## src/rtl/serial_adder_if.sv

```systemverilog
// Operand/result bundle for the digit-serial adder.
// The master drives a request; the slave returns status and the registered result.
interface serial_adder_if #(
    parameter int WIDTH = 8
);
    logic             start;
    logic             sub;
    logic [WIDTH-1:0] a;
    logic [WIDTH-1:0] b;
    logic             c_in;
    logic             busy;
    logic             done;
    logic [WIDTH-1:0] s;
    logic             c_out;
    logic             ovf;

    modport master (
        output start, sub, a, b, c_in,
        input  busy, done, s, c_out, ovf
    );

    modport slave (
        input  start, sub, a, b, c_in,
        output busy, done, s, c_out, ovf
    );
endinterface

```

## src/rtl/serial_adder.sv

```systemverilog
// Digit-serial adder/subtractor: DIGIT bits per cycle, LSB slice first,
// carry registered between slices; result registered once all slices are done.
//
// state  | meaning
// S_IDLE | waiting for start; result outputs hold the last completed operation
// S_BUSY | one DIGIT-bit slice added per edge
// S_DONE | result valid, one-cycle done pulse
module serial_adder #(
    parameter int WIDTH = 8,
    parameter int DIGIT = 2
) (
    input  logic          clk_i,
    input  logic          resetn_i,
    serial_adder_if.slave bus
);
    localparam int N     = WIDTH / DIGIT;
    localparam int CNT_W = (N > 1) ? $clog2(N) : 1;
    localparam logic [CNT_W-1:0] LAST_CNT = CNT_W'(N - 1);

    if (WIDTH < 2 || DIGIT < 1 || DIGIT > WIDTH || (WIDTH % DIGIT) != 0) begin : g_bad_params
        $error("serial_adder: DIGIT must divide WIDTH, WIDTH >= 2");
    end

    typedef enum logic [1:0] {
        S_IDLE = 2'd0,
        S_BUSY = 2'd1,
        S_DONE = 2'd2
    } state_t;

    state_t           state_q, state_d;
    logic [WIDTH-1:0] a_q, a_d;
    logic [WIDTH-1:0] b_q, b_d;
    logic [WIDTH-1:0] res_q, res_d;
    logic [WIDTH-1:0] s_q, s_d;
    logic             carry_q, carry_d;
    logic             c_out_q, c_out_d;
    logic             ovf_q, ovf_d;
    logic [CNT_W-1:0] cnt_q, cnt_d;

    logic [DIGIT:0]   slice_sum;
    logic [WIDTH-1:0] res_next;
    logic             msb_carry_in;

    assign slice_sum = {1'b0, a_q[DIGIT-1:0]} + {1'b0, b_q[DIGIT-1:0]}
                     + {{DIGIT{1'b0}}, carry_q};

    // Each new slice enters at the top so that after N slices the LSB slice sits at bit 0.
    if (DIGIT == WIDTH) begin : g_single
        assign res_next = slice_sum[DIGIT-1:0];
    end else begin : g_multi
        assign res_next = {slice_sum[DIGIT-1:0], res_q[WIDTH-1:DIGIT]};
    end

    // Carry into the top bit of the last slice, recovered from its sum bit.
    assign msb_carry_in = a_q[DIGIT-1] ^ b_q[DIGIT-1] ^ slice_sum[DIGIT-1];

    always_comb begin
        state_d = state_q;
        a_d     = a_q;
        b_d     = b_q;
        res_d   = res_q;
        s_d     = s_q;
        carry_d = carry_q;
        c_out_d = c_out_q;
        ovf_d   = ovf_q;
        cnt_d   = cnt_q;

        case (state_q)
            S_IDLE: begin
                if (bus.start) begin
                    state_d = S_BUSY;
                    a_d     = bus.a;
                    b_d     = bus.sub ? ~bus.b : bus.b;
                    carry_d = bus.sub | bus.c_in;
                    res_d   = '0;
                    cnt_d   = '0;
                end
            end
            S_BUSY: begin
                a_d     = a_q >> DIGIT;
                b_d     = b_q >> DIGIT;
                carry_d = slice_sum[DIGIT];
                res_d   = res_next;
                cnt_d   = cnt_q + CNT_W'(1);
                if (cnt_q == LAST_CNT) begin
                    state_d = S_DONE;
                    s_d     = res_next;
                    c_out_d = slice_sum[DIGIT];
                    ovf_d   = msb_carry_in ^ slice_sum[DIGIT];
                    cnt_d   = '0;
                end
            end
            S_DONE: begin
                state_d = S_IDLE;
            end
            default: begin
                state_d = S_IDLE;
            end
        endcase
    end

    always_ff @(posedge clk_i) begin
        if (!resetn_i) begin
            state_q <= S_IDLE;
            a_q     <= '0;
            b_q     <= '0;
            res_q   <= '0;
            s_q     <= '0;
            carry_q <= 1'b0;
            c_out_q <= 1'b0;
            ovf_q   <= 1'b0;
            cnt_q   <= '0;
        end else begin
            state_q <= state_d;
            a_q     <= a_d;
            b_q     <= b_d;
            res_q   <= res_d;
            s_q     <= s_d;
            carry_q <= carry_d;
            c_out_q <= c_out_d;
            ovf_q   <= ovf_d;
            cnt_q   <= cnt_d;
        end
    end

    assign bus.busy  = (state_q == S_BUSY);
    assign bus.done  = (state_q == S_DONE);
    assign bus.s     = s_q;
    assign bus.c_out = c_out_q;
    assign bus.ovf   = ovf_q;
endmodule
```

## src/flat_wrapper.sv

```systemverilog
// flat-port wrapper written by rule: the top's interface ports become plain ports
module serial_adder_flat 
#(
    parameter int WIDTH = 8,
    parameter int DIGIT = 2
)
  (clk_i, resetn_i, bus_start, bus_sub, bus_a, bus_b, bus_c_in, bus_busy, bus_done, bus_s, bus_c_out, bus_ovf);
  serial_adder_if #(.WIDTH(WIDTH)) bus_i ();
  input  logic clk_i;
  input  logic resetn_i;
  input wire logic [$bits(bus_i.start)-1:0] bus_start;
  input wire logic [$bits(bus_i.sub)-1:0] bus_sub;
  input wire logic [$bits(bus_i.a)-1:0] bus_a;
  input wire logic [$bits(bus_i.b)-1:0] bus_b;
  input wire logic [$bits(bus_i.c_in)-1:0] bus_c_in;
  output wire logic [$bits(bus_i.busy)-1:0] bus_busy;
  output wire logic [$bits(bus_i.done)-1:0] bus_done;
  output wire logic [$bits(bus_i.s)-1:0] bus_s;
  output wire logic [$bits(bus_i.c_out)-1:0] bus_c_out;
  output wire logic [$bits(bus_i.ovf)-1:0] bus_ovf;
  assign bus_i.start = bus_start;
  assign bus_i.sub = bus_sub;
  assign bus_i.a = bus_a;
  assign bus_i.b = bus_b;
  assign bus_i.c_in = bus_c_in;
  assign bus_busy = bus_i.busy;
  assign bus_done = bus_i.done;
  assign bus_s = bus_i.s;
  assign bus_c_out = bus_i.c_out;
  assign bus_ovf = bus_i.ovf;
  serial_adder #(.WIDTH(WIDTH), .DIGIT(DIGIT)) u_core (.clk_i(clk_i), .resetn_i(resetn_i), .bus(bus_i));
endmodule
```

## config.mk

```make
export PLATFORM = sky130hd
export DESIGN_NAME = serial_adder_flat
export DESIGN_NICKNAME = d
export VERILOG_FILES = /design/src/rtl/serial_adder_if.sv /design/src/rtl/serial_adder.sv /design/src/flat_wrapper.sv
export SDC_FILE = /design/constraint.sdc
export NUM_CORES = 1
export LEC_CHECK = 0
export CELL_PAD_IN_SITES_DETAIL_PLACEMENT = 1
export CELL_PAD_IN_SITES_GLOBAL_PLACEMENT = 2
export CORE_ASPECT_RATIO = 0.5
export CORE_MARGIN = 3
export CORE_UTILIZATION = 31
export DETAILED_ROUTE_END_ITERATION = 16
export GPL_TIMING_DRIVEN = 0
export PLACE_DENSITY = 0.8
export SYNTH_ARGS = -nofsm -noshare
export SYNTH_HDL_FRONTEND = slang
export SYNTH_SLANG_ARGS = --single-unit
```

## constraint.sdc

```tcl
create_clock -name clk_i -period 2.35 [get_ports clk_i]
set_input_delay 0.235 -clock clk_i [delete_from_list [all_inputs] [get_ports clk_i]]
set_output_delay 0.235 -clock clk_i [all_outputs]
set_load 0.005 [all_outputs]
```

Word-level counts from Yosys, hierarchy flattened
Cells that the tools add are included.
{"block": "classes", "n_lt_le_gt_ge": 0, "div_mod_pow": 0, "n_eq_ne": 5, "bitwise": 5, "muxes": 15, "addsub": 3, "multipliers": 0, "reduce_logical": 5, "n_shift": 0}
{"operator": "case mux 8 bit (2 select lines)", "count": 3}
{"operator": "two-way mux 8 bit", "count": 4}
{"operator": "two-way mux 2 bit", "count": 4}
{"operator": "inverter 8 bit", "count": 1}
{"operator": "case mux 2 bit (2 select lines)", "count": 2}
{"operator": "AND reduction 2 bit", "count": 3}
{"operator": "equality test 2 bit, second input constant", "count": 2}
{"operator": "adder 2 x 2 -> 3 bit", "count": 1}
{"operator": "adder 3 x 1 -> 3 bit", "count": 1}
{"operator": "bitwise XOR 1 bit", "count": 3}
{"operator": "adder 2 x 1 -> 2 bit, second input constant", "count": 1}
{"operator": "equality test 2 x 1 -> 1 bit, second input constant", "count": 1}
{"operator": "logical NOT 2 bit", "count": 1}
{"operator": "!= test 2 x 1 -> 1 bit, second input constant", "count": 1}
{"operator": "!= test 2 bit, second input constant", "count": 1}
{"operator": "case mux 1 bit (2 select lines)", "count": 1}
{"operator": "nonzero test 2 bit", "count": 1}
{"operator": "two-way mux 1 bit", "count": 1}
{"operator": "bitwise OR 1 bit", "count": 1}
{"block": "word_totals", "input_bits": 21, "latchBits": 0, "ram_bits": 0, "rom_bits": 0, "output_inout_bits": 12, "memories": 0, "register_bits": 39}

Longest topological paths before layout
Gate-level depths: netlist (run 1).
{"block": "logic_depth", "ltp_word": 4, "ltp_mapped": 6, "ltp_nobuf": 6}

Worst setup path after synthesis (run 1)
Ideal clock, no wire load.
{"block": "synth_path", "path_kind": "register -> register", "startpoint": "register u_core.carry_q", "endpoint": "register u_core.ovf_q (netlist: u_core.bus.ovf)", "path_buffers": 0, "synth_period_minus_slack_ns": 1.766, "stages_incl_launch_ff": 7, "t_arrival_ns": 1.696, "setup_ns": 0.070, "slack_ns": 0.584, "path_cell_list": "dfxtp_1 > inv_1 > fa_1 > fa_1 > xnor2_1 > xnor2_1 > o2bb2ai_1"}
{"block": "synth_between", "elab_chain_cells": 3}
{"item": "start: declaration", "line_no": "serial_adder.sv:35", "text": "logic carry_q, carry_d;"}
{"item": "start signal: assignment", "line_no": "serial_adder.sv:119", "text": "carry_q <= carry_d;"}
{"item": "adder 3 x 1 -> 3 bit *", "line_no": "serial_adder.sv:45", "text": "+ {{DIGIT{1'b0}}, carry_q};"}
{"item": "bitwise XOR 1 bit", "line_no": "serial_adder.sv:55", "text": "assign msb_carry_in = a_q[DIGIT-1] ^ b_q[DIGIT-1] ^ slice_sum[DIGIT-1];"}
{"item": "bitwise XOR 1 bit *", "line_no": "serial_adder.sv:89", "text": "ovf_d = msb_carry_in ^ slice_sum[DIGIT];"}
{"item": "end signal: assignment", "line_no": "serial_adder.sv:121", "text": "ovf_q <= ovf_d;"}
{"item": "end: declaration", "line_no": "serial_adder.sv:37", "text": "logic ovf_q, ovf_d;"}
Every way passes the cells marked *; elsewhere a longest branch is shown, timed or not.
A chain may end at the register's enable or synchronous reset.

Worst setup path after layout (run 1)
Ends and elaborated chain as after synthesis.

==> flow_results.xml, run 1 <==
<?xml version="1.0" encoding="UTF-8"?>
<metrics>
  <group name="critical_path">
    <metric name="crit_path_top_delay_cell" unit="">sky130_fd_sc_hd__fa_1</metric>
    <metric name="worst-path-stages" unit="">6</metric>
    <metric name="kind_of_cell_with_the_highest_combined_delay_on_the_critical_path" unit="">adder cells</metric>
    <metric name="worst_path_largest_cell_delay" unit="ps">510</metric>
    <metric name="critPathKind" unit="">flop to flop</metric>
    <metric name="critPathLaunchType" unit="">flop</metric>
    <metric name="required" unit="ps">2560</metric>
    <metric name="crit_arrival" unit="ps">2220</metric>
    <metric name="r2r.worst_path.cells" unit="">6</metric>
    <metric name="critical_path.cell_chain" unit="">inv_1, fa_1, fa_1, xnor2_1, xnor2_1, o2bb2ai_1</metric>
    <metric name="maximum_fanout_count_along_the_critical_path" unit="">3</metric>
    <metric name="cp-end-kind" unit="">flop</metric>
    <metric name="number_of_buffers_and_inverters_on_the_critical_path" unit="">1</metric>
  </group>
  <group name="finish">
    <metric name="layout-area-overhead-vs-synth" unit="%">30.8</metric>
    <metric name="drive_gt1_share" unit="%">10.1</metric>
    <metric name="antenna_cells_inserted" unit="">0</metric>
    <metric name="postLayoutCellArea" unit="um^2">2200</metric>
    <metric name="nets" unit="">241</metric>
  </group>
  <group name="clock_tree">
    <metric name="postCtsSetupRepairBufs" unit="">0</metric>
    <metric name="h-tree-depth" unit="">2</metric>
    <metric name="tritoncts_num_sinks" unit="">37</metric>
    <metric name="ctsHoldBuffers" unit="">0</metric>
    <metric name="post_cts.resized_instances" unit="">0</metric>
    <metric name="clk_latency" unit="ps">290</metric>
    <metric name="clkTransAtPathRegs" unit="ps">80</metric>
    <metric name="clock_path_buffers" unit="">2</metric>
    <metric name="clock_buffers_created_by_tritoncts" unit="">5</metric>
    <metric name="clock_tree.root_cell" unit="">sky130_fd_sc_hd__clkbuf_8</metric>
    <metric name="tritoncts_clock_tree" unit="">done</metric>
  </group>
  <group name="timing">
    <metric name="maxSlewViolCount" unit="">0</metric>
    <metric name="min_period_over_period" unit="%">85.3</metric>
    <metric name="report.final.hold_viol_count" unit="">0</metric>
    <metric name="setup_ws" unit="ps">347</metric>
    <metric name="worst_pin_slew" unit="ps">409</metric>
    <metric name="fin_setup_tns" unit="ps">0</metric>
    <metric name="timing.final.crit_period" unit="ps">2000</metric>
    <metric name="setup_viol" unit="">0</metric>
    <metric name="hold-worst-slack" unit="ps">464</metric>
    <metric name="fmaxAchievable" unit="GHz">0.499</metric>
    <metric name="timing.slew.headroom" unit="%">72.6</metric>
    <metric name="finalClockSkew" unit="ps">8.06</metric>
    <metric name="grt_setup_unrepaired" unit="">no</metric>
  </group>
  <group name="placement">
    <metric name="post_dp_cell_area" unit="um^2">2080</metric>
    <metric name="numPortBuffers" unit="">31</metric>
    <metric name="dpl.hpwl" unit="um">3270</metric>
    <metric name="place_congestion" unit="">0.763</metric>
    <metric name="dp_slack" unit="ps">474</metric>
  </group>
  <group name="synth">
    <metric name="yosys_register_bits" unit="">37</metric>
    <metric name="post_synth_num_cell_types" unit="">33</metric>
    <metric name="synth-main-ff-cell" unit="">sky130_fd_sc_hd__dfxtp_1</metric>
    <metric name="synth.net_count" unit="">203</metric>
    <metric name="synth_async_sr_flop_share" unit="%">0</metric>
    <metric name="synth_edf_count" unit="">0</metric>
    <metric name="netlist_area" unit="um^2">1680</metric>
    <metric name="ys_warn_count" unit="">0</metric>
    <metric name="syn_area_per_cell" unit="um^2">9.45</metric>
    <metric name="ys_seq_area_share" unit="%">44.0</metric>
    <metric name="synthCells" unit="">178</metric>
  </group>
  <group name="global_routing">
    <metric name="gr-usage-all-layers" unit="%">15.0</metric>
    <metric name="grt_overflow_total" unit="">0</metric>
    <metric name="largest_net_degree_at_the_start_of_global_routing" unit="">13</metric>
    <metric name="initial_antenna_violation_count" unit="">0</metric>
    <metric name="grt_pass1_wl" unit="um">7300</metric>
    <metric name="grt_pass1_vias" unit="">1448</metric>
  </group>
  <group name="power_and_ir_drop">
    <metric name="p_leak" unit="nW">0.811</metric>
    <metric name="p_per_area" unit="nW/um^2">663</metric>
    <metric name="ir_drop" unit="mV">0.270</metric>
  </group>
  <group name="floorplanning">
    <metric name="die_w" unit="um">110</metric>
    <metric name="io_count" unit="">33</metric>
    <metric name="die_area" unit="um^2">6400</metric>
    <metric name="fp.dieH" unit="um">58.1</metric>
    <metric name="placeableCoreArea" unit="um^2">5090</metric>
    <metric name="start_util" unit="%">33.1</metric>
    <metric name="num_rows" unit="">18</metric>
  </group>
  <group name="run">
    <metric name="drv.max_cap_violation_count" unit="">0</metric>
  </group>
  <group name="routing">
    <metric name="dr.first_iter.drc_count" unit="">38</metric>
    <metric name="route.final.wire_length" unit="um">4390</metric>
    <metric name="post_drt_wl_per_cell" unit="um">15.3</metric>
    <metric name="drt-pass1-iter-count" unit="">4</metric>
    <metric name="detailroute.via_count" unit="">1424</metric>
    <metric name="ant_nets" unit="">0</metric>
    <metric name="drc_errors" unit="">0</metric>
    <metric name="route.detailed.vias_per_inst" unit="">4.96</metric>
  </group>
  <group name="worst_hold_path">
    <metric name="min_path_type" unit="">flop to flop</metric>
    <metric name="whs_path_depth" unit="">2</metric>
  </group>
  <group name="run_status">
    <metric name="status" unit="">finished clean</metric>
  </group>
</metrics>
path summary, 6_finish.rpt:
| kind | from | to | slack, ps |
|---|---|---|---|
| max | u_core.carry_q | u_core.bus.ovf | 350 |
| min | u_core.bus.s[0] | u_core.bus.s[0] | 460 |
| max reg2reg | u_core.carry_q | u_core.bus.ovf | 350 |
| min reg2reg | u_core.bus.s[0] | u_core.bus.s[0] | 460 |
sequential cells by signal, summed over array words and instances (netlist names):
signal            flops
u_core.a_q            8
u_core.b_q            8
u_core.bus.c_out      1
u_core.bus.ovf        1
u_core.bus.s          8
u_core.carry_q        1
u_core.cnt_q          2
u_core.res_q          6
u_core.state_q        2
stage by stage:
step	power (mW)	std cells	util [%]
finish	1.46	287	43.2
detailed placement	0.893	279	40.9
global route	1.52	287	43.2
floorplan	0.812	178	-
global placement	0.886	279	40.9
CTS	1.47	287	43.2
cell families (layout without fill, tap and decap cells):
group	Yosys count	in the layout	share of synthesized area, %
buf+inv	21	60	6.47
flops	37	37	44.0
fa+ha+maj	4	4	3.87
xor+xnor	10	10	5.20
compound gates	55	55	24.3
simple gates	51	51	16.1
routing by layer:
layer / global-route usage (%) / share of wire, % / vias to the layer above
met2: 23.0 / 44 / 27
met5: 0 / 0 / -
li1: - / - / 705
met4: 3.33 / 0.82 / 0
met1: 21.1 / 51 / 688
met3: 4.23 / 4.3 / 4
cell type report:
class                      count  area, um^2
clock inverter                 2        37.5
buffer                        13        78.8
fill                         593        2890
multi-input combinational    120         833
tap                           70        87.6
clock buffer                   6        82.6
sequential                    37         741
inverter                       8        30.0
timing repair buffer          31         310
layout by cell type (no fill, tap or decap), drive strengths merged, types with 2 or more instances in the layout:
master         instances
a22oi                  9
o221ai                 6
a21oi                  6
fa                     2
o21ai                 10
nand2b                 3
clkdlybuf4s50         31
nor2b                  9
clkbuf                 9
or3b                   4
a32o                   7
o2bb2ai                3
xnor2                  8
nor2                   4
nand2                 24
a21boi                 6
dfxtp                 37
o22ai                  3
ha                     2
and2                   3
inv                    8
xor2                   2
o211a                  3
buf                   10
where the power goes:
group	internal, mW	switching [mW]
Combinational	0.103	0.0983
Clock	0.345	0.234
Sequential	0.656	0.0226
worst register-to-register path: cells and delay by family, from the launching register on:
kind	cells	cell delay, ps
fa+ha+maj	2	970
xor+xnor	2	380
flops	1	360
compound gates	1	140
buf+inv	1	70
cells in the mapped netlist (all sizes together), types with 4 or more instances:
library cell,n,area [um^2]
o221ai,6,52.6
dfxtp,37,741
xnor2,8,70.1
or3b,4,35.0
nand2,24,90.1
nor2b,9,56.3
o21ai,10,50.1
a22oi,9,67.6
a32o,7,70.1
a21oi,6,30.0
inv,8,30.0
a21boi,6,45.0
nor2,4,15.0
buf,10,67.6
Note: power is estimated with default switching activity, not from simulation.
==> run 2, diff against run 1 <==
--- a/config.mk
+++ b/config.mk
@@ -6,11 +6,10 @@
 export NUM_CORES = 1
 export LEC_CHECK = 0
-export CELL_PAD_IN_SITES_DETAIL_PLACEMENT = 1
-export CELL_PAD_IN_SITES_GLOBAL_PLACEMENT = 2
 export CORE_ASPECT_RATIO = 0.5
 export CORE_MARGIN = 3
-export CORE_UTILIZATION = 31
+export CORE_UTILIZATION = 50
 export DETAILED_ROUTE_END_ITERATION = 16
 export GPL_TIMING_DRIVEN = 0
+export HOLD_SLACK_MARGIN = 0.05
 export PLACE_DENSITY = 0.8
 export SYNTH_ARGS = -nofsm -noshare
==> constraint.sdc (replaced) <==
create_clock -name clk_i -period 2.35 [get_ports clk_i]
set_input_delay 0.47 -clock clk_i [delete_from_list [all_inputs] [get_ports clk_i]]
set_output_delay 0.47 -clock clk_i [all_outputs]
set_load 0.005 [all_outputs]
==> flow_results.xml, run 2 (synthesis results as in run 1) <==
<?xml version="1.0" encoding="UTF-8"?>
<metrics>
  <group name="critical_path">
    <metric name="crit_path_top_delay_cell" unit="">sky130_fd_sc_hd__clkdlybuf4s50_1</metric>
    <metric name="r2r.worst_path.cells" unit="">6</metric>
    <metric name="crit-reg2reg-launch" unit="">u_core.carry_q</metric>
    <metric name="kind_of_cell_with_the_highest_combined_delay_on_the_critical_path" unit="">buffers and inverters</metric>
    <metric name="number_of_buffers_and_inverters_on_the_critical_path" unit="">3</metric>
    <metric name="cp-end-kind" unit="">primary output</metric>
    <metric name="maximum_fanout_count_along_the_critical_path" unit="">9</metric>
    <metric name="critical_path.cell_chain" unit="">nand2b_1, buf_2, inv_2, clkdlybuf4s50_1</metric>
    <metric name="worst_path_largest_cell_delay" unit="ps">510</metric>
    <metric name="critPathKind" unit="">flop to primary output</metric>
    <metric name="r2r_slack" unit="ps">410</metric>
    <metric name="critPathLaunchType" unit="">flop</metric>
    <metric name="crit_arrival" unit="ps">1600</metric>
    <metric name="required" unit="ps">1880</metric>
    <metric name="r2r_end" unit="">u_core.bus.ovf</metric>
  </group>
  <group name="timing">
    <metric name="finalClockSkew" unit="ps">5.90</metric>
    <metric name="report.final.hold_viol_count" unit="">0</metric>
    <metric name="min_period_over_period" unit="%">88.0</metric>
    <metric name="maxSlewViolCount" unit="">0</metric>
    <metric name="timing.final.crit_period" unit="ps">2070</metric>
    <metric name="worst_pin_slew" unit="ps">374</metric>
    <metric name="setup_ws" unit="ps">282</metric>
    <metric name="fmaxAchievable" unit="GHz">0.483</metric>
    <metric name="timing.slew.headroom" unit="%">75.0</metric>
    <metric name="setup_viol" unit="">0</metric>
    <metric name="grt_setup_unrepaired" unit="">no</metric>
    <metric name="fin_setup_tns" unit="ps">0</metric>
    <metric name="hold-worst-slack" unit="ps">451</metric>
  </group>
  <group name="finish">
    <metric name="antenna_cells_inserted" unit="">0</metric>
    <metric name="layout-area-overhead-vs-synth" unit="%">26.5</metric>
    <metric name="nets" unit="">241</metric>
    <metric name="most_common_library_cell_in_the_layout_ignoring_fill_and_taps" unit="">sky130_fd_sc_hd__dfxtp_1</metric>
    <metric name="final_cell_mix" unit="">37 x sky130_fd_sc_hd__dfxtp_1, 31 x sky130_fd_sc_hd__clkdlybuf4s50_1, 24 x sky130_fd_sc_hd__nand2_1, 10 x sky130_fd_sc_hd__o21ai_0</metric>
    <metric name="postLayoutCoreUtil" unit="%">68.7</metric>
    <metric name="postLayoutCellArea" unit="um^2">2130</metric>
    <metric name="drive_gt1_share" unit="%">9.26</metric>
    <metric name="final_cell_count_no_fill" unit="">256</metric>
  </group>
  <group name="clock_tree">
    <metric name="clock_tree.root_cell" unit="">sky130_fd_sc_hd__clkbuf_8</metric>
    <metric name="h-tree-depth" unit="">2</metric>
    <metric name="postCtsSetupRepairBufs" unit="">0</metric>
    <metric name="clkTransAtPathRegs" unit="ps">70</metric>
    <metric name="clock_buffers_created_by_tritoncts" unit="">5</metric>
    <metric name="clk_latency" unit="ps">280</metric>
    <metric name="ctsHoldBuffers" unit="">0</metric>
    <metric name="tritoncts_num_sinks" unit="">37</metric>
    <metric name="clock_path_buffers" unit="">2</metric>
    <metric name="post_cts.resized_instances" unit="">0</metric>
    <metric name="tritoncts_clock_tree" unit="">done</metric>
  </group>
  <group name="run">
    <metric name="drv.max_cap_violation_count" unit="">0</metric>
  </group>
  <group name="worst_hold_path">
    <metric name="min_path_type" unit="">flop to flop</metric>
    <metric name="holdPathEnd" unit="">u_core.bus.s[4]</metric>
    <metric name="whs_path_depth" unit="">2</metric>
    <metric name="min_delay_src" unit="">u_core.bus.s[4]</metric>
  </group>
  <group name="floorplanning">
    <metric name="io_count" unit="">33</metric>
    <metric name="placeableCoreArea" unit="um^2">3100</metric>
    <metric name="start_util" unit="%">54.3</metric>
    <metric name="num_rows" unit="">14</metric>
    <metric name="die_area" unit="um^2">4140</metric>
    <metric name="die_w" unit="um">88.0</metric>
    <metric name="fp.dieH" unit="um">47.0</metric>
  </group>
  <group name="power_and_ir_drop">
    <metric name="ir_drop" unit="mV">0.299</metric>
    <metric name="p_total" unit="mW">1.31</metric>
    <metric name="p_leak" unit="nW">0.798</metric>
    <metric name="p_per_area" unit="nW/um^2">613</metric>
  </group>
  <group name="placement">
    <metric name="place_congestion" unit="">0.755</metric>
    <metric name="numPortBuffers" unit="">31</metric>
    <metric name="placedCellCount" unit="">249</metric>
    <metric name="dpl.hpwl" unit="um">2580</metric>
    <metric name="post_dp_cell_area" unit="um^2">2040</metric>
    <metric name="dp_slack" unit="ps">446</metric>
  </group>
  <group name="global_routing">
    <metric name="initial_antenna_violation_count" unit="">0</metric>
    <metric name="grt_pass1_vias" unit="">1255</metric>
    <metric name="gr-usage-all-layers" unit="%">19.0</metric>
    <metric name="largest_net_degree_at_the_start_of_global_routing" unit="">11</metric>
    <metric name="grt_overflow_total" unit="">0</metric>
    <metric name="grt_pass1_wl" unit="um">5830</metric>
  </group>
  <group name="routing">
    <metric name="ant_nets" unit="">0</metric>
    <metric name="drt-pass1-iter-count" unit="">4</metric>
    <metric name="detailroute.via_count" unit="">1428</metric>
    <metric name="drc_errors" unit="">0</metric>
    <metric name="route.final.wire_length" unit="um">3490</metric>
    <metric name="route.detailed.vias_per_inst" unit="">5.58</metric>
    <metric name="post_drt_wl_per_cell" unit="um">13.6</metric>
    <metric name="dr.first_iter.drc_count" unit="">82</metric>
  </group>
  <group name="run_status">
    <metric name="status" unit="">finished clean</metric>
  </group>
</metrics>
==> run 2: worst max-delay path by stage <==
stage                           start              to  slack, ps  cells past startpoint
finish              u_core.state_q[0]        bus_busy        280                      4
global route        u_core.state_q[0]        bus_busy        170                      4
CTS                 u_core.state_q[0]        bus_busy        270                      4
detailed placement     u_core.carry_q  u_core.bus.ovf        450                      6
global placement       u_core.carry_q  u_core.bus.ovf        500                      6
floorplan              u_core.carry_q  u_core.bus.ovf        580                      6
==> run 2: routing by layer <==
layer | vias up | track usage (%) | wire [um]
li1 | 708 | - | -
met3 | 2 | 5.25 | 243
met5 | - | 0 | 0
met4 | 0 | 7.83 | 13
met2 | 48 | 29.2 | 1550
met1 | 670 | 25.8 | 1670
==> run 2: final cells by class <==
class,count,area (um^2)
Buffer,13,78.8
Clock buffer,7,86.3
Fill cell,267,971
Inverter,8,30.0
Multi-Input combinational cell,120,833
Sequential cell,37,741
Tap cell,40,50.0
Timing Repair Buffer,31,310
==> run 2: power breakdown <==
| part | internal, mW | leakage [nW] | switching [mW] |
|---|---|---|---|
| sequential | 0.656 | 0.302 | 0.0214 |
| combinational | 0.102 | 0.451 | 0.0902 |
| clock | 0.232 | 0.0443 | 0.203 |
| total | 0.991 | 0.798 | 0.315 |
==> run 2: worst min-delay path, stage by stage, from the launching register on <==
cell and delay, ps:
sky130_fd_sc_hd__dfxtp_1 310, sky130_fd_sc_hd__nand2_1 50, sky130_fd_sc_hd__a21boi_1 50
==> run 3, diff against run 2 <==
PLACE_DENSITY = 0.74   (was 0.8)
==> flow_results.xml, run 3 (synthesis results as in run 1) <==
<?xml version="1.0" encoding="UTF-8"?>
<metrics>
  <group name="routing">
    <metric name="dr.first_iter.drc_count" unit="">86</metric>
    <metric name="ant_nets" unit="">0</metric>
    <metric name="drc_errors" unit="">0</metric>
    <metric name="post_drt_wl_per_cell" unit="um">14.2</metric>
    <metric name="drt-pass1-iter-count" unit="">4</metric>
    <metric name="route.detailed.vias_per_inst" unit="">5.51</metric>
    <metric name="route.final.wire_length" unit="um">3640</metric>
    <metric name="detailroute.via_count" unit="">1417</metric>
  </group>
  <group name="timing">
    <metric name="grt_setup_unrepaired" unit="">no</metric>
    <metric name="timing.final.crit_period" unit="ps">2120</metric>
    <metric name="setup_ws" unit="ps">235</metric>
    <metric name="min_period_over_period" unit="%">90.0</metric>
    <metric name="report.final.hold_viol_count" unit="">0</metric>
    <metric name="finalClockSkew" unit="ps">5.17</metric>
    <metric name="fmaxAchievable" unit="GHz">0.473</metric>
    <metric name="maxSlewViolCount" unit="">0</metric>
    <metric name="worst_pin_slew" unit="ps">418</metric>
    <metric name="timing.slew.headroom" unit="%">72.0</metric>
    <metric name="setup_viol" unit="">0</metric>
    <metric name="fin_setup_tns" unit="ps">0</metric>
  </group>
  <group name="clock_tree">
    <metric name="tritoncts_num_sinks" unit="">37</metric>
    <metric name="post_cts.resized_instances" unit="">0</metric>
    <metric name="ctsHoldBuffers" unit="">0</metric>
    <metric name="tritoncts_clock_tree" unit="">done</metric>
    <metric name="clock_buffers_created_by_tritoncts" unit="">5</metric>
    <metric name="clkTransAtPathRegs" unit="ps">80</metric>
    <metric name="clock_tree.root_cell" unit="">sky130_fd_sc_hd__clkbuf_8</metric>
    <metric name="clock_path_buffers" unit="">2</metric>
    <metric name="h-tree-depth" unit="">2</metric>
    <metric name="clk_latency" unit="ps">280</metric>
    <metric name="postCtsSetupRepairBufs" unit="">0</metric>
  </group>
  <group name="placement">
    <metric name="dp_slack" unit="ps">484</metric>
    <metric name="placedCellCount" unit="">249</metric>
    <metric name="dpl.hpwl" unit="um">2670</metric>
    <metric name="numPortBuffers" unit="">31</metric>
    <metric name="place_congestion" unit="">0.796</metric>
  </group>
  <group name="floorplanning">
    <metric name="start_util" unit="%">54.3</metric>
    <metric name="fp.dieH" unit="um">47.0</metric>
    <metric name="die_area" unit="um^2">4140</metric>
    <metric name="io_count" unit="">33</metric>
    <metric name="placeableCoreArea" unit="um^2">3100</metric>
    <metric name="die_w" unit="um">88.0</metric>
    <metric name="num_rows" unit="">14</metric>
  </group>
  <group name="run_status">
    <metric name="status" unit="">finished clean</metric>
  </group>
  <group name="global_routing">
    <metric name="grt_overflow_total" unit="">0</metric>
    <metric name="global_route.peak_usage_layer" unit="">met2</metric>
    <metric name="groute.layer.met1.usage" unit="%">26.8</metric>
    <metric name="initial_antenna_violation_count" unit="">0</metric>
    <metric name="grtUsageMet2" unit="%">29.3</metric>
    <metric name="largest_net_degree_at_the_start_of_global_routing" unit="">13</metric>
    <metric name="grt_pass1_wl" unit="um">5910</metric>
    <metric name="grt_pass1_vias" unit="">1247</metric>
    <metric name="groute.layer.met3.usage" unit="%">5.43</metric>
    <metric name="gr-usage-all-layers" unit="%">19.0</metric>
  </group>
  <group name="finish">
    <metric name="drive_gt1_share" unit="%">10.1</metric>
    <metric name="final_cell_count_no_fill" unit="">257</metric>
    <metric name="antenna_cells_inserted" unit="">0</metric>
    <metric name="fillerInstances" unit="">264</metric>
    <metric name="final_cell_mix" unit="">37 x sky130_fd_sc_hd__dfxtp_1, 31 x sky130_fd_sc_hd__clkdlybuf4s50_1, 24 x sky130_fd_sc_hd__nand2_1, 10 x sky130_fd_sc_hd__o21ai_0</metric>
    <metric name="most_common_library_cell_in_the_layout_ignoring_fill_and_taps" unit="">sky130_fd_sc_hd__dfxtp_1</metric>
    <metric name="layout-area-overhead-vs-synth" unit="%">28.5</metric>
    <metric name="nets" unit="">241</metric>
  </group>
  <group name="power_and_ir_drop">
    <metric name="p_leak" unit="nW">0.811</metric>
    <metric name="p_per_area" unit="nW/um^2">669</metric>
    <metric name="ir_drop" unit="mV">0.316</metric>
  </group>
  <group name="critical_path">
    <metric name="crit_arrival" unit="ps">1650</metric>
    <metric name="maximum_fanout_count_along_the_critical_path" unit="">9</metric>
    <metric name="critPathLaunchType" unit="">flop</metric>
    <metric name="critPathKind" unit="">flop to primary output</metric>
    <metric name="required" unit="ps">1880</metric>
    <metric name="cp-end-kind" unit="">primary output</metric>
  </group>
  <group name="run">
    <metric name="drv.max_cap_violation_count" unit="">0</metric>
  </group>
  <group name="worst_hold_path">
    <metric name="min_path_type" unit="">flop to flop</metric>
  </group>
</metrics>
[run 3: changes by cell type in the layout (fill, tap and decap cells not counted)]
cell                         before  now
sky130_fd_sc_hd__bufinv_16        0    1
sky130_fd_sc_hd__clkbuf_1         4    3
sky130_fd_sc_hd__clkinvlp_4       0    1
[run 3: path summary, 6_finish.rpt]
path                startpoint               to  slack, ps  cells after the start
max          u_core.state_q[0]         bus_busy        230                      4
min            u_core.bus.s[4]  u_core.bus.s[4]        450                      2
max reg2reg     u_core.carry_q   u_core.bus.ovf        480                      6
min reg2reg    u_core.bus.s[4]  u_core.bus.s[4]        450                      2
[run 3: worst max-delay path, cell delays in order (launching register included)]
cell                              delay (ps)
sky130_fd_sc_hd__dfxtp_1                 430
sky130_fd_sc_hd__nand2b_1                 80
sky130_fd_sc_hd__buf_2                   180
sky130_fd_sc_hd__inv_2                   140
sky130_fd_sc_hd__clkdlybuf4s50_1         530
[run 3: report_power, final]
part,leakage [nW],switching [mW],internal [mW]
logic,0.451,0.0915,0.102
registers,0.302,0.0226,0.656
clock network,0.0574,0.229,0.345
total,0.811,0.343,1.10
[run 3: layout make-up]
cell class | count | area, um^2 | share of cell area (%)
Tap cell | 40 | 50.0 | 2.31
Clock buffer | 6 | 82.6 | 3.82
Buffer | 13 | 78.8 | 3.64
Sequential cell | 37 | 741 | 34.2
Timing Repair Buffer | 31 | 310 | 14.3
Clock inverter | 2 | 37.5 | 1.74
Multi-Input combinational cell | 120 | 833 | 38.5
Inverter | 8 | 30.0 | 1.39
[run 3: stage by stage]
stage	hold slack [ps]	total power, mW	utilization, %	area (um^2)
final	453	1.45	69.8	2160
after CTS	458	1.46	69.8	2160
after floorplan	441	0.812	-	1680
after global routing	479	1.50	69.8	2160
after global placement	442	0.881	65.9	2040
after detailed placement	447	0.885	65.9	2040
[run 3: metal layers]
| layer | vias up | part of all wire, % |
|---|---|---|
| met5 | - | 0 |
| met4 | 0 | 0.33 |
| met3 | 2 | 4.5 |
| met2 | 24 | 42 |
| met1 | 686 | 53 |
| li1 | 705 | - |
